File: config.mk
export PLATFORM = sky130hd
export DESIGN_NAME = rd_req_sched
export DESIGN_NICKNAME = d
export VERILOG_FILES = /design/src/rtl/rd_req_sched.sv
export SDC_FILE = /design/constraint.sdc
export NUM_CORES = 1
export LEC_CHECK = 0
export CAP_MARGIN = 20
export CELL_PAD_IN_SITES_DETAIL_PLACEMENT = 1
export CELL_PAD_IN_SITES_GLOBAL_PLACEMENT = 2
export CORE_UTILIZATION = 34
export DETAILED_ROUTE_END_ITERATION = 6
export PLACE_DENSITY = 0.86
export SLEW_MARGIN = 20
export SYNTH_ARGS = -nofsm -noshare
export SYNTH_HDL_FRONTEND = slang
export SYNTH_SLANG_ARGS = --single-unit
File: constraint.sdc
create_clock -name clk -period 10 [get_ports clk]
set_clock_uncertainty 0.05 [all_clocks]
set_input_delay 2.5 -clock clk [delete_from_list [all_inputs] [get_ports clk]]
set_output_delay 2.5 -clock clk [all_outputs]
set_load 0.005 [all_outputs]
File: src/rtl/rd_req_sched.sv
// rd_req_sched: issues sequential cache-line read requests for a job,
// throttled by channel almost-full flags and an in-flight line credit
// limit, and completes once every issued line is retired by write responses.
module rd_req_sched #(
    parameter int unsigned ADDR_W       = 42,
    parameter int unsigned MAX_INFLIGHT = 62
) (
    input  logic              clk,
    input  logic              reset,
    input  logic              start,
    input  logic              abort,
    input  logic [ADDR_W-1:0] src_base,
    input  logic [31:0]       num_lines,
    input  logic              c0_alm_full,
    input  logic              c1_alm_full,
    input  logic              wr_rsp_valid,
    input  logic [2:0]        wr_rsp_lines,
    output logic              rd_req_valid,
    output logic [ADDR_W-1:0] rd_req_addr,
    output logic [15:0]       rd_req_mdata,
    output logic              busy,
    output logic              done,
    output logic [31:0]       issued_cnt,
    output logic [31:0]       retired_cnt,
    output logic [7:0]        inflight
);

    typedef enum logic [1:0] {
        IDLE,
        ISSUE,
        DRAIN,
        DONE
    } state_t;

    localparam logic [8:0] MAX_IF = 9'(MAX_INFLIGHT);

    state_t            state;
    logic [ADDR_W-1:0] base_q;
    logic [31:0]       num_q;

    logic              eligible;
    logic              last_issue;
    logic              rsp_take;
    logic [2:0]        rsp_lines;
    logic [8:0]        inflight_sum;
    logic [7:0]        inflight_nxt;

    // Issue eligibility, response decode and net in-flight update (clamped at zero)
    always_comb begin
        eligible = (state == ISSUE) && !abort && !c0_alm_full && !c1_alm_full &&
                   ({1'b0, inflight} < MAX_IF) && (issued_cnt < num_q);
        last_issue = eligible && ((issued_cnt + 32'd1) == num_q);

        rsp_take = wr_rsp_valid && ((state == ISSUE) || (state == DRAIN));
        case (wr_rsp_lines)
            3'd1, 3'd2, 3'd4: rsp_lines = rsp_take ? wr_rsp_lines : 3'd0;
            default:          rsp_lines = 3'd0;
        endcase

        inflight_sum = {1'b0, inflight} + {8'b0, eligible};
        if (inflight_sum < {6'b0, rsp_lines}) begin
            inflight_nxt = '0;
        end else begin
            inflight_nxt = 8'(inflight_sum - {6'b0, rsp_lines});
        end
    end

    // Job state machine with registered request, completion and counter outputs
    always_ff @(posedge clk) begin
        if (reset) begin
            state        <= IDLE;
            base_q       <= '0;
            num_q        <= '0;
            rd_req_valid <= 1'b0;
            rd_req_addr  <= '0;
            rd_req_mdata <= '0;
            done         <= 1'b0;
            issued_cnt   <= '0;
            retired_cnt  <= '0;
            inflight     <= '0;
        end else begin
            rd_req_valid <= 1'b0;
            done         <= 1'b0;

            case (state)
                IDLE: begin
                    if (start) begin
                        base_q      <= src_base;
                        num_q       <= num_lines;
                        issued_cnt  <= '0;
                        retired_cnt <= '0;
                        inflight    <= '0;
                        state       <= (num_lines == 32'd0) ? DONE : ISSUE;
                    end
                end
                ISSUE: begin
                    if (eligible) begin
                        rd_req_valid <= 1'b1;
                        rd_req_addr  <= base_q + ADDR_W'(issued_cnt);
                        rd_req_mdata <= issued_cnt[15:0];
                        issued_cnt   <= issued_cnt + 32'd1;
                    end
                    // Leave on the final issue itself so no idle ISSUE cycle follows it
                    if (abort || last_issue) begin
                        state <= DRAIN;
                    end
                end
                DRAIN: begin
                    if (retired_cnt >= issued_cnt) begin
                        state <= DONE;
                    end
                end
                DONE: begin
                    done  <= 1'b1;
                    state <= IDLE;
                end
                default: state <= IDLE;
            endcase

            if (rsp_take) begin
                retired_cnt <= retired_cnt + {29'b0, rsp_lines};
            end
            if ((state == ISSUE) || (state == DRAIN)) begin
                inflight <= inflight_nxt;
            end
        end
    end

    // Busy is a direct decode of the state register
    always_comb begin
        busy = (state != IDLE);
    end

endmodule

==> Flow_metrics.wiki <==
{| class="wikitable"
! Metric !! Value
|-
| Reg clk slew, reported paths || 0.06 ns
|-
| Setup repair after global routing missed its margin || no
|-
| Critical path cell sequence || clkdlybuf4s50_1 -> nand2b_1 -> a2111oi_0 -> nand3_1 -> a41oi_4 -> ha_1 -> ha_1 -> xor2_1 -> ha_1 -> o21ai_0 -> nand2b_1 -> nor2_1 -> nand3_1 -> nand3b_1 -> o21ai_0 -> a22oi_1 -> nor2_1
|-
| MaxCap Viol Count || 0
|-
| Proportion of register bits with asynchronous set or reset after synthesis || 0%
|-
| Cell accounting for the most synthesized area || sky130_fd_sc_hd__dfxtp_1
|-
| Vias per std cell || around 5.5
|-
| Number of instances in the synthesized netlist || ~1700
|-
| Post-CTS setup repair buffer count || 0
|-
| Number of antenna violations at the first check in global routing || 0
|-
| Most used flip-flop cell after synthesis || sky130_fd_sc_hd__dfxtp_1
|-
| Transition time of the tightest slew-check pin || 1.14 ns
|-
| Share of power burned in registers || roughly a third
|-
| Tcrit/Tclk final || around 64%
|-
| List of most frequent post-synthesis cells || 238 x sky130_fd_sc_hd__nand2_1, 208 x sky130_fd_sc_hd__dfxtp_1, 178 x sky130_fd_sc_hd__a21oi_1
|-
| Number of instances resized during post-cts repair || 0
|-
| GR Util All Layers || 23.0%
|-
| Class of the worst hold path || flop to flop
|-
| Number of H-tree branching levels || 1
|-
| Initial DRC count || between 500 and 600
|-
| Worst hold slack after final layout || around 0.4 ns
|-
| Hold bufs inserted after CTS || 0
|-
| Delay contributed by the slowest stage of the critical path || 0.68 ns
|-
| Relative contribution of combinational cells to total power || 28.7%
|-
| Remaining max-slew budget at the tightest pin || between 20% and 30%
|-
| Clk Tree Root Cell || sky130_fd_sc_hd__clkbuf_16
|-
| Synthesized area || 0.0134 mm2
|-
| Share of cells above drive strength 1 || under 10%
|-
| Total power per unit cell area || between 150 and 200 mW/mm2
|-
| Share of total power in the clock network || between 30% and 40%
|-
| Number of global-route vias before repair || roughly 13000
|-
| Achievable clock frequency || about 160 MHz
|-
| Via count || between 10000 and 15000
|-
| Setup Total Neg Slack || 0 ns
|-
| Cell types with the largest area share after synthesis || sky130_fd_sc_hd__dfxtp_1 31%, sky130_fd_sc_hd__ha_1 10%, sky130_fd_sc_hd__nand2_1 6.7%
|-
| GR Overflow Total || 0
|-
| Switching power share of the total || 35.1%
|-
| Area added between synthesis and finish || 24.8%
|-
| Port-buffer cells || approximately 220
|-
| Core Rows || 72
|-
| Pre-antenna DRT Iters || 5
|-
| Hold Violations, Final || 0
|-
| Result of the run || completed
|-
| Syn_area_per_cell || between 7 and 8 um2
|-
| Finish-stage setup viols || 0
|-
| Net switching power of the design || 0.000956 W
|-
| Critical Setup Path Class || primary input to flop
|-
| Data required time at the worst endpoint || 10.36 ns
|-
| Largest net degree at the start of global routing || 91
|-
| Cell at the slowest stage of the critical path || sky130_fd_sc_hd__a2111oi_0
|-
| CTS Buf Count || 26
|-
| Fill cells || about 4700
|-
| Average wire per standard cell || slightly below 20 um
|-
| Die boundary height || between 200 and 250 um
|-
| Leading cell type by number of instances after synthesis || sky130_fd_sc_hd__nand2_1
|-
| Top Family by Delay on Critical Path || compound AO/OA/AOI/OAI gates
|-
| Share of synthesized area occupied by flip-flops and latches || a little over 30%
|-
| Die ar. || 0.0403 mm2
|-
| Drc violations || 0
|-
| Number of ports placed on the die boundary || between 200 and 250
|-
| Final antenna-violating net count || 0
|-
| Global-route wire length before repair || around 75000 um
|-
| Maximum clock path buffer count || 3
|-
| Signal arrival time at the worst endpoint || 6.78 ns
|-
| Number of buffer and inverter instances along the worst setup path || 1
|-
| Clock tree from TritonCTS || built
|-
| Internal power component || 0.00177 W
|-
| VDD IR max || around 0.096 mV
|-
| CTS Sinks || 208
|-
| Floorplan core area || around 0.039 mm2
|-
| Cell leakage power || slightly above 6 nW
|-
| Placed wire-length estimate after detailed placement || between 30000 and 40000 um
|-
| Clock latency on the worst-skew pair || 0.54 ns
|-
| Count of flip-flops with a built-in enable after synthesis || 0
|-
| Critical R2R Launch || issued_cnt[21]
|-
| Launching instance or port of the critical path || abort
|-
| Total length of routed wires || between 40000 and 50000 um
|-
| CP Capture Type || flop
|-
| Number of nets in the synthesized netlist || 1883
|-
| Layout Utilization || 43.2%
|-
| Crit path launch type || primary input
|-
| Worst hold path startpoint || base_q[4]
|-
| Max Slew Vio Count || 0
|-
| Number of distinct library cells after synthesis || 84
|-
| Synthesis warning total || 0
|-
| Yosys top cell area share || about 31%
|-
| Worst-case register-to-register setup slack || roughly 4.8 ns
|-
| FF+latch count, synth || between 200 and 250
|-
| Final critical-path required period || ~6.4 ns
|-
| Final #Nets || just over 2000
|-
| Overall die width || between 200 and 250 um
|-
| Most frequent cell on the critical path || sky130_fd_sc_hd__ha_1
|-
| Effective utilization at floorplan || about a third
|-
| Gp weighted congestion || about 0.87
|-
| Post-route non-filler standard cell count || between 2000 and 2500
|-
| Number of placed instances with taps included || around 2300
|-
| Maximum fanout along the worst path || 12
|}
==> worst reg2reg max path: cells and delay by family, from the launching register on <==
kind                     cells  cell delay, ns
AND/OR/NAND/NOR              8            1.88
adder cells (fa/ha/maj)      4            1.15
AO/OA/AOI/OAI                6            1.14
flip-flops                   1            0.71
XOR/XNOR                     1            0.18
==> placed cells by master (no fill, tap or decap), drive strengths merged, types with 24 or more instances in the layout <==
master | Yosys | layout
nand4 | 43 | 43
xnor2 | 58 | 58
clkdlybuf4s50 | 0 | 215
nor2 | 129 | 129
a21oi | 179 | 179
ha | 110 | 110
nor3 | 24 | 24
nand3 | 56 | 56
xor2 | 30 | 30
nand2 | 238 | 238
o21ai | 56 | 56
mux2i | 48 | 48
clkbuf | 68 | 39
dfxtp | 208 | 208
inv | 95 | 95
==> area by class of cell <==
| cell class | count | area (um2) | share of cell area [%] |
|---|---|---|---|
| multi-input cells | 1290 | 8410 | 50.2 |
| clock inverters | 7 | 87.6 | 0.523 |
| clock buffers | 39 | 801 | 4.78 |
| diodes | 1 | 2.50 | 0.0149 |
| repair buffers | 233 | 2290 | 13.7 |
| flip-flops and latches | 208 | 4160 | 24.8 |
| inverters | 95 | 357 | 2.13 |
| well taps | 518 | 648 | 3.87 |
==> logic make-up after synthesis <==
group | Yosys count | share of synthesized area [%]
and+or+nand+nor | 640 | 23.6
AOI/OAI and AO/OA | 391 | 18.1
buffers and inverters | 188 | 6.42
DFF | 208 | 31.0
adders and majority gates | 113 | 10.7
xor gates and xnor gates | 88 | 5.74
muxes | 58 | 4.42
==> state kept, by name, indices dropped and copies added, names as in the netlist <==
| register | cells |
|---|---|
| base_q | 42 |
| rd_req_addr | 42 |
| issued_cnt | 32 |
| num_q | 32 |
| retired_cnt | 32 |
| rd_req_mdata | 16 |
| inflight | 8 |
| state | 2 |
| done | 1 |
| rd_req_valid | 1 |
==> per-stage QoR <==
step	worst slack (ns)	power, W	area, um2
3_5_place_dp	3.13	0.00175	15900
2_1_floorplan	3.55	0.00149	13400
5_1_grt	3.19	0.00286	16800
3_3_place_gp	3.26	0.00172	15900
6_report	3.58	0.00272	16800
4_1_cts	3.69	0.00275	16700
==> power groups by stage <==
stage / combinational, W / clock [W] / sequential [W]
after floorplan: 0.000542 / 0 / 0.000951
after global placement: 0.000753 / 0 / 0.000972
after detailed placement: 0.000779 / 0 / 0.000974
after CTS: 0.000786 / 0.00100 / 0.000957
after global routing: 0.000861 / 0.00104 / 0.000967
final: 0.000780 / 0.000984 / 0.000958
==> layer usage <==
layer	up-vias	routed length, um	track usage [%]
met1	6426	22600	30.9
met5	-	0	0
met4	0	1210	6.60
met3	62	1630	2.60
li1	6316	-	-
met2	260	22000	38.9
==> path summary, 6_finish.rpt <==
kind / cells after the start / to
setup reg to reg: 19 / inflight[6]
setup / recovery: 17 / inflight[6]
hold reg to reg: 2 / base_q[4]
hold / removal: 2 / base_q[4]
(Power assumes the default switching activity.)
